[config.mk]
export PLATFORM = sky130hd
export DESIGN_NAME = pwm_capture
export DESIGN_NICKNAME = d
export VERILOG_FILES = /design/src/rtl/pwm_capture.sv
export SDC_FILE = /design/constraint.sdc
export NUM_CORES = 1
export LEC_CHECK = 0
export CAP_MARGIN = 20
export CORE_ASPECT_RATIO = 1.25
export CORE_MARGIN = 8
export CORE_UTILIZATION = 40
export CTS_CLUSTER_SIZE = 28
export DETAILED_ROUTE_END_ITERATION = 12
export PLACE_DENSITY = 0.69
export SETUP_SLACK_MARGIN = 0.2
export SYNTH_ARGS = -nofsm -noshare
export SYNTH_HDL_FRONTEND = slang
export SYNTH_SLANG_ARGS = --single-unit
[constraint.sdc]
create_clock -name i_clk -period 1.35 [get_ports i_clk]
set_input_delay 0.27 -clock i_clk [delete_from_list [all_inputs] [get_ports i_clk]]
set_output_delay 0.27 -clock i_clk [all_outputs]
set_load 0.03 [all_outputs]
[src/rtl/pwm_capture.sv]
// PWM receiver: measures high time and period of i_pwm_in in clock cycles, one result per period.
// Flags a stuck line when no rising edge arrives for TIMEOUT cycles and records the level it stuck at.
//
// state   | meaning
// IDLE    | after reset, waiting for the first accepted rising edge
// MEAS_HI | counting the high phase since the last rise
// MEAS_LO | counting the low phase; the next rise publishes duty/period
// STUCK   | no rise for TIMEOUT cycles; waiting for a rise to start measuring again
module pwm_capture #(
    parameter int CNT_W       = 11,
    parameter int TIMEOUT     = 1500,
    parameter int SYNC_STAGES = 2
) (
    input  logic             i_clk,
    input  logic             i_rst_n,
    input  logic             i_pwm_in,
    output logic [CNT_W-1:0] o_duty,
    output logic [CNT_W-1:0] o_period,
    output logic             o_valid,
    output logic             o_stuck,
    output logic             o_stuck_level
);
    localparam logic [CNT_W-1:0] LP_TIMEOUT = CNT_W'(TIMEOUT);

    typedef enum logic [1:0] {IDLE, MEAS_HI, MEAS_LO, STUCK} state_t;

    logic [SYNC_STAGES-1:0] r_sync;
    logic [SYNC_STAGES:0]   r_fill;
    logic                   r_s_d;
    logic                   r_rise;
    logic                   r_fall;
    logic [CNT_W-1:0]       r_cnt;
    logic [CNT_W-1:0]       r_hi_cap;
    state_t                 r_state;
    state_t                 w_state_nxt;
    logic                   w_s;
    logic                   w_tc;
    logic                   w_publish;
    logic                   w_to_stuck;
    logic                   w_stuck_lvl;

    assign w_s  = r_sync[SYNC_STAGES-1];
    assign w_tc = (r_cnt == LP_TIMEOUT);

    // r_fill masks edges until s and s_d both hold post-reset samples, so a line that is
    // already high at reset release does not produce a false first rise.
    always_ff @(posedge i_clk) begin
        if (!i_rst_n) begin
            r_sync <= '0;
            r_fill <= '0;
            r_s_d  <= 1'b0;
            r_rise <= 1'b0;
            r_fall <= 1'b0;
        end else begin
            r_sync <= {r_sync[SYNC_STAGES-2:0], i_pwm_in};
            r_fill <= {r_fill[SYNC_STAGES-1:0], 1'b1};
            r_s_d  <= w_s;
            r_rise <= r_fill[SYNC_STAGES] & w_s & ~r_s_d;
            r_fall <= r_fill[SYNC_STAGES] & ~w_s & r_s_d;
        end
    end

    always_ff @(posedge i_clk) begin
        if (!i_rst_n) begin
            r_cnt    <= '0;
            r_hi_cap <= '0;
        end else begin
            if (r_rise) begin
                r_cnt <= CNT_W'(1);
            end else if (!w_tc) begin
                r_cnt <= r_cnt + 1'b1;
            end
            if (r_fall) begin
                r_hi_cap <= r_cnt;
            end
        end
    end

    always_comb begin
        w_state_nxt = r_state;
        w_publish   = 1'b0;
        w_to_stuck  = 1'b0;
        w_stuck_lvl = 1'b0;
        case (r_state)
            IDLE: begin
                if (r_rise) begin
                    w_state_nxt = MEAS_HI;
                end else if (w_tc) begin
                    w_state_nxt = STUCK;
                    w_to_stuck  = 1'b1;
                    w_stuck_lvl = w_s;
                end
            end
            MEAS_HI: begin
                if (r_fall) begin
                    w_state_nxt = MEAS_LO;
                end else if (w_tc) begin
                    w_state_nxt = STUCK;
                    w_to_stuck  = 1'b1;
                    w_stuck_lvl = 1'b1;
                end
            end
            MEAS_LO: begin
                // a rise coinciding with terminal count still yields a valid period of TIMEOUT
                if (r_rise) begin
                    w_state_nxt = MEAS_HI;
                    w_publish   = 1'b1;
                end else if (w_tc) begin
                    w_state_nxt = STUCK;
                    w_to_stuck  = 1'b1;
                    w_stuck_lvl = 1'b0;
                end
            end
            STUCK: begin
                if (r_rise) begin
                    w_state_nxt = MEAS_HI;
                end
            end
            default: w_state_nxt = IDLE;
        endcase
    end

    always_ff @(posedge i_clk) begin
        if (!i_rst_n) begin
            r_state       <= IDLE;
            o_duty        <= '0;
            o_period      <= '0;
            o_valid       <= 1'b0;
            o_stuck       <= 1'b0;
            o_stuck_level <= 1'b0;
        end else begin
            r_state <= w_state_nxt;
            o_valid <= w_publish;
            if (w_publish) begin
                o_duty   <= r_hi_cap;
                o_period <= r_cnt;
                o_stuck  <= 1'b0;
            end else if (w_to_stuck) begin
                o_stuck       <= 1'b1;
                o_stuck_level <= w_stuck_lvl;
            end
        end
    end

endmodule

==> flow_metrics.py, run 1 <==
metrics = {
    "clock_network": {
        "cts.htree.levels": 3,
        "clock_sinks": 57,
        "clk_latency_ps": 340,
        "hold_buffers": 0,
        "cts_buffer_depth": 2,
        "cts_tree": "done",
        "clockRootBuffer": "clkbuf_8",
        "cts_buffers": 9,
        "cts.clk_slew.worst_paths_ps": 60,
    },
    "synth": {
        "yosysTopAreaCellShare_pct": 54.4,
        "synth_xor_xnor_area_share_pct": 0,
        "syn_inst": 199,
        "yosys.area_share.simple_pct": 15.2,
        "synth_compound_area_share_pct": 18.1,
        "synth_fa_ha_area_share_pct": 1.19,
        "synth_common_cells": "57 x dfxtp_1, 22 x a22o_1, 14 x mux2i_1, 14 x nor2_1",
        "synth_top_family_by_area": "compound AO/OA/AOI/OAI gates",
        "synth_edf_count": 0,
        "yosys.area.top_type": "dfxtp_1",
        "ys_top_cells_by_area": "dfxtp_1 54%, a22o_1 9.2%, mux2i_1 6.7%",
        "synth-main-ff-cell": "dfxtp_1",
        "ys_types": 42,
        "ys_seq_area_share_pct": 54.4,
        "synth_mux_area_share_pct": 6.68,
        "synth.avg_cell_area_um2": 10.5,
        "async_reset_ff_share_pct": 0,
        "synth-seq-cells": 57,
        "synth_fp_nets": 204,
        "yosysMostFrequentCell": "dfxtp_1",
        "ys_warn_count": 0,
        "netlist_area_um2": 2100,
    },
    "worst_setup_path": {
        "cp-start-kind": "register",
        "rr_startpoint": "r_cnt[0]",
        "critPathKind": "register to register",
        "r2r_slack_ps": -80,
        "endpoint": "r_cnt[10]",
        "r2r_end": "r_cnt[10]",
        "crit_start": "r_cnt[0]",
        "r2r_cells": 4,
        "endpoint_kind": "register",
        "arrival_ps": 1700,
        "cp_data_required_time_ps": 1620,
        "critPathMaxFanout": 6,
    },
    "cells_and_area": {
        "nets": 259,
        "final_area_um2": 2970,
        "nFillCells": 447,
        "finish.utilization_pct": 58.5,
        "antennaDiodeCount": 0,
        "drive_above_1_share_pct": 39.0,
        "synthToLayoutAreaGrowth_pct": 41.6,
    },
    "place": {
        "port_buffers": 27,
        "place_ws_ps": -210,
        "hpwl_mm": 3.19,
        "place_area_um2": 2630,
        "gp_congestion": 0.797,
    },
    "timing": {
        "worst_pin_slew_ps": 405,
        "relSlewSlack_pct": 72.9,
        "layout_setup_ws_ps": -79.6,
        "rsz0062_at_grt": "true",
        "max_clock_freq_mhz": 700,
        "slew_violations": 0,
        "min_period_ps": 1430,
        "hold_violations": 0,
        "timing.hold.ws_ps": 438,
        "setup_viol": 5,
        "fin_crit_sh_pct": 106,
        "clock_skew_ps": 7.81,
    },
    "power_and_ir_drop": {
        "peakVddDrop_v": 0.00104,
        "internal_power_uw": 2430,
        "netSwitchingFraction_pct": 24.2,
        "power_uw": 3210,
        "seqPwrFrac_pct": 53.2,
        "combPwrFrac_pct": 5.1,
        "p_leak_uw": 0.00116,
        "power_density_nw_per_um2": 1080,
        "pwr-share-clk_pct": 41.7,
        "p_sw_uw": 777,
    },
    "global_routing": {
        "gr-total-overflow": 0,
        "grt_pass1_vias": 1721,
        "antenna_found_initial": 0,
        "grt_max_degree": 24,
        "grt_usage_pct": 13.1,
        "grt_first_pass_wirelength_mm": 8.01,
    },
    "route": {
        "vias": 1698,
        "drt_iter0_drc": 82,
        "avgViaCountPerCell": 5.29,
        "drtAntennaViolNets": 0,
        "first_pass_iters": 4,
        "wirelength_mm": 4.99,
        "wl_per_cell_um": 15.6,
        "drc": 0,
    },
    "die": {
        "num_rows": 29,
        "dieWidth_um": 80.8,
        "core-area_um2": 5080,
        "pin_count": 28,
        "fp.dieH_um": 97.0,
        "die-area_um2": 7830,
        "start_util_pct": 41.3,
    },
    "flow_run": {
        "maxCapViolations": 0,
    },
    "worst_hold_path": {
        "hold_class": "register to register",
        "min_from": "r_sync[0]",
    },
    "status": {
        "violations": "setup timing",
        "status": "finished, violations left",
    },
}
how the worst min path moves through the flow:
stage	to	slack, ps	depth (start not counted)
final	r_sync[1]	440	1
after global routing	r_sync[1]	460	1
after CTS	r_sync[1]	440	1
after detailed placement	r_sync[1]	430	1
after global placement	r_sync[1]	420	1
after floorplan	r_fill[0]	300	0
routing by layer:
metal  wire length [µm]  GRT usage [%]  up-vias
li1                   -              -      837
met1               2130           13.9      819
met2               2490           21.2       35
met3                261           4.72        7
met4                109           8.00        0
met5                  0              0        -
metrics by stage:
stage,instances,setup TNS [ps]
2_1_floorplan,199,-16.4
3_3_place_gp,299,-3240
3_5_place_dp,299,-4060
4_1_cts,320,-362
5_1_grt,321,-756
6_report,321,-280
cell families (layout without fill, tap and decap cells):
| family | Yosys count | count (layout) |
|---|---|---|
| simple gates | 54 | 54 |
| flops | 57 | 57 |
| compound gates | 50 | 50 |
| mux | 14 | 14 |
| fa+ha+maj | 2 | 2 |
| buf+inv | 22 | 82 |
cell usage in the layout, fill, tap and decap left out, drive strengths merged, types with 6 or more instances in the layout:
cell type | netlist | final
buf | 8 | 54
clkbuf | 6 | 12
nor2 | 14 | 14
nand2 | 6 | 6
mux2i | 14 | 14
inv | 8 | 9
a22o | 22 | 22
o21ai | 6 | 6
and2 | 6 | 6
a21oi | 7 | 7
dfxtp | 57 | 57
power groups by stage:
| stage | registers, µW | logic (µW) | clock network, µW |
|---|---|---|---|
| 2_1_floorplan | 1750 | 70.9 | 0 |
| 3_3_place_gp | 1750 | 117 | 0 |
| 3_5_place_dp | 1750 | 122 | 0 |
| 4_1_cts | 1710 | 151 | 1350 |
| 5_1_grt | 1710 | 177 | 1420 |
| 6_report | 1710 | 163 | 1340 |
registers in the layout, summed over array words and instances, names as in the netlist:
name	flops
o_duty	11
o_stuck	1
r_hi_cap	11
r_fill	3
r_state	2
r_rise	1
o_stuck_level	1
r_s_d	1
r_cnt	11
o_period	11
r_fall	1
o_valid	1
r_sync	2
area by class of cell:
cell class	instances	area, µm²	area share [%]
clock buffers	10	128	4.29
repair buffers	58	538	18.1
inverters	8	35.0	1.18
multi-input cells	120	996	33.5
clock inverters	6	33.8	1.14
well taps	62	77.6	2.61
flip-flops and latches	57	1160	39.2
critical path, stage by stage (launching register included):
cell and delay [ps]:
dfxtp_4 370, ha_2 210, nand3_4 110, or4_1 510, a21oi_1 160
repair_timing:
item / CTS / global route
pin swaps: 5 / 8
setup buffers: 4 / 0
endpoints found under the setup margin: 59 / 52
resized for setup: 148 / 44
cloned: 1 / 1
Power figures use the tool's default switching activity.
==> inputs of run 2 (changes only) <==
--- a/config.mk
+++ b/config.mk
@@ -5,13 +5,12 @@
 export SDC_FILE = /design/constraint.sdc
 export NUM_CORES = 1
 export LEC_CHECK = 0
-export CAP_MARGIN = 20
 export CORE_ASPECT_RATIO = 1.25
 export CORE_MARGIN = 8
-export CORE_UTILIZATION = 40
+export CORE_UTILIZATION = 48
 export CTS_CLUSTER_SIZE = 28
 export DETAILED_ROUTE_END_ITERATION = 12
-export PLACE_DENSITY = 0.69
+export PLACE_DENSITY = 0.8
 export SETUP_SLACK_MARGIN = 0.2
 export SYNTH_ARGS = -nofsm -noshare
 export SYNTH_HDL_FRONTEND = slang
==> flow_metrics.py, run 2 (synthesis results as in run 1) <==
metrics = {
    "status": {
        "status": "finished, violations left",
        "violations": "setup timing",
    },
    "die": {
        "num_rows": 27,
        "dieWidth_um": 75.1,
        "pin_count": 28,
        "core-area_um2": 4290,
        "start_util_pct": 48.9,
        "fp.dieH_um": 89.9,
        "die-area_um2": 6760,
    },
    "cells_and_area": {
        "final_cell_mix": "46 x dfxtp_1, 41 x buf_4, 22 x a22o_1",
        "synthToLayoutAreaGrowth_pct": 49.4,
        "layout.cells.most_common": "dfxtp_1",
        "instances_no_fill": 322,
        "finish.utilization_pct": 73.1,
        "antennaDiodeCount": 0,
        "nets": 265,
        "drive_above_1_share_pct": 40.9,
        "nFillCells": 291,
    },
    "worst_setup_path": {
        "critPathKind": "register to register",
        "path_cells": "inv_4, ha_4, nor4bb_4, buf_6, a2111o_1, a21oi_2",
        "crit_start": "r_cnt[0]",
        "cp_data_required_time_ps": 1610,
        "rr_startpoint": "r_cnt[0]",
        "r2r_end": "r_cnt[5]",
        "r2r_cells": 6,
        "cp-start-kind": "register",
        "r2r_slack_ps": -110,
        "crit_family": "compound AO/OA/AOI/OAI gates",
        "crit_slowest_cell": "a2111o_1",
        "critPathBufInv": 2,
        "critPathMaxFanout": 6,
        "arrival_ps": 1720,
        "endpoint_kind": "register",
        "critPathMaxStageDelay_ps": 390,
    },
    "power_and_ir_drop": {
        "peakVddDrop_v": 0.000804,
        "power_density_nw_per_um2": 1110,
        "power_uw": 3470,
        "p_leak_uw": 0.00124,
    },
    "route": {
        "drc": 0,
        "vias": 1797,
        "avgViaCountPerCell": 5.58,
        "first_pass_iters": 4,
        "wl_per_cell_um": 17.7,
        "drtAntennaViolNets": 0,
        "drt_iter0_drc": 226,
        "wirelength_mm": 5.69,
    },
    "timing": {
        "relSlewSlack_pct": 76.3,
        "clock_skew_ps": 5.63,
        "setup-tns-final_ps": -412,
        "fin_crit_sh_pct": 108,
        "slew_violations": 0,
        "min_period_ps": 1460,
        "timing.hold.ws_ps": 334,
        "worst_pin_slew_ps": 355,
        "max_clock_freq_mhz": 687,
        "rsz0062_at_grt": "true",
        "hold_violations": 0,
        "layout_setup_ws_ps": -105,
        "setup_viol": 9,
    },
    "clock_network": {
        "clockRootBuffer": "clkbuf_8",
        "hold_buffers": 0,
        "cts_tree": "done",
        "cts.clk_slew.worst_paths_ps": 60,
        "cts.htree.levels": 3,
        "cts_buffers": 9,
        "cts_buffer_depth": 2,
        "clk_latency_ps": 330,
        "clock_sinks": 57,
    },
    "global_routing": {
        "grt_max_degree": 15,
        "gr-total-overflow": 0,
        "antenna_found_initial": 0,
        "grt_usage_pct": 17.0,
        "grt_pass1_vias": 1776,
        "grt_first_pass_wirelength_mm": 8.85,
    },
    "worst_hold_path": {
        "hold_class": "input pin to register",
        "min_from": "i_rst_n",
        "hold_path_depth": 2,
        "min_to": "r_fill[0]",
    },
    "place": {
        "gp_congestion": 0.787,
        "port_buffers": 27,
        "dp_cells": 294,
        "hpwl_mm": 3.14,
    },
    "flow_run": {
        "maxCapViolations": 0,
    },
}
run 2: how the worst max path moves through the flow:
stage | slack, ps | cells past startpoint | endpoint
after floorplan | -8 | 6 | r_cnt[5]
after global placement | -180 | 4 | r_cnt[2]
after detailed placement | -200 | 4 | r_cnt[3]
after CTS | -50 | 6 | r_cnt[5]
after global routing | -150 | 7 | o_stuck_level
final | -110 | 6 | r_cnt[5]
run 2: layout make-up:
type,instances,area [µm²],share of cell area (%)
sequential,57,1160,37.1
multi-input combinational,120,1010,32.2
timing repair buffer,64,663,21.1
clock buffer,12,155,4.95
tap,58,72.6,2.31
clock inverter,3,40.0,1.28
inverter,8,32.5,1.04
run 2: metrics by stage:
step,area [µm²],setup WS [ps]
after floorplan,2150,-8.31
after global placement,2620,-181
after detailed placement,2620,-195
after CTS,2960,-53.4
after global routing,3140,-146
final,3140,-105
run 2: power by group:
group / switching (µW) / total [µW] / internal [µW]
Combinational: 86.7 / 193 / 106
Sequential: 14.8 / 1710 / 1700
Clock: 631 / 1570 / 936
Total: 733 / 3470 / 2740
run 2: what timing repair did:
item,4_1_cts,5_1_grt
pin swaps,13,16
gates cloned,4,0
buffers inserted,7,2
gates resized for setup,152,59
setup endpoints to repair,62,60
hold endpoints to repair,0,0
run 2: worst reg2reg max path: stages, from the launching register on:
cell      delay [ps]
dfxtp_4          370
inv_4             40
ha_4             150
nor4bb_4         150
buf_6            140
a2111o_1         390
a21oi_2          150
run 2: layer usage:
layer,GRT usage (%),wire (µm),part of all wire (%),up-vias
met1,19.4,2270,40,885
met2,27.8,3050,54,54
li1,-,-,-,849
met4,8.68,103,1.8,0
met3,4.33,266,4.7,9
met5,0,0,0,-
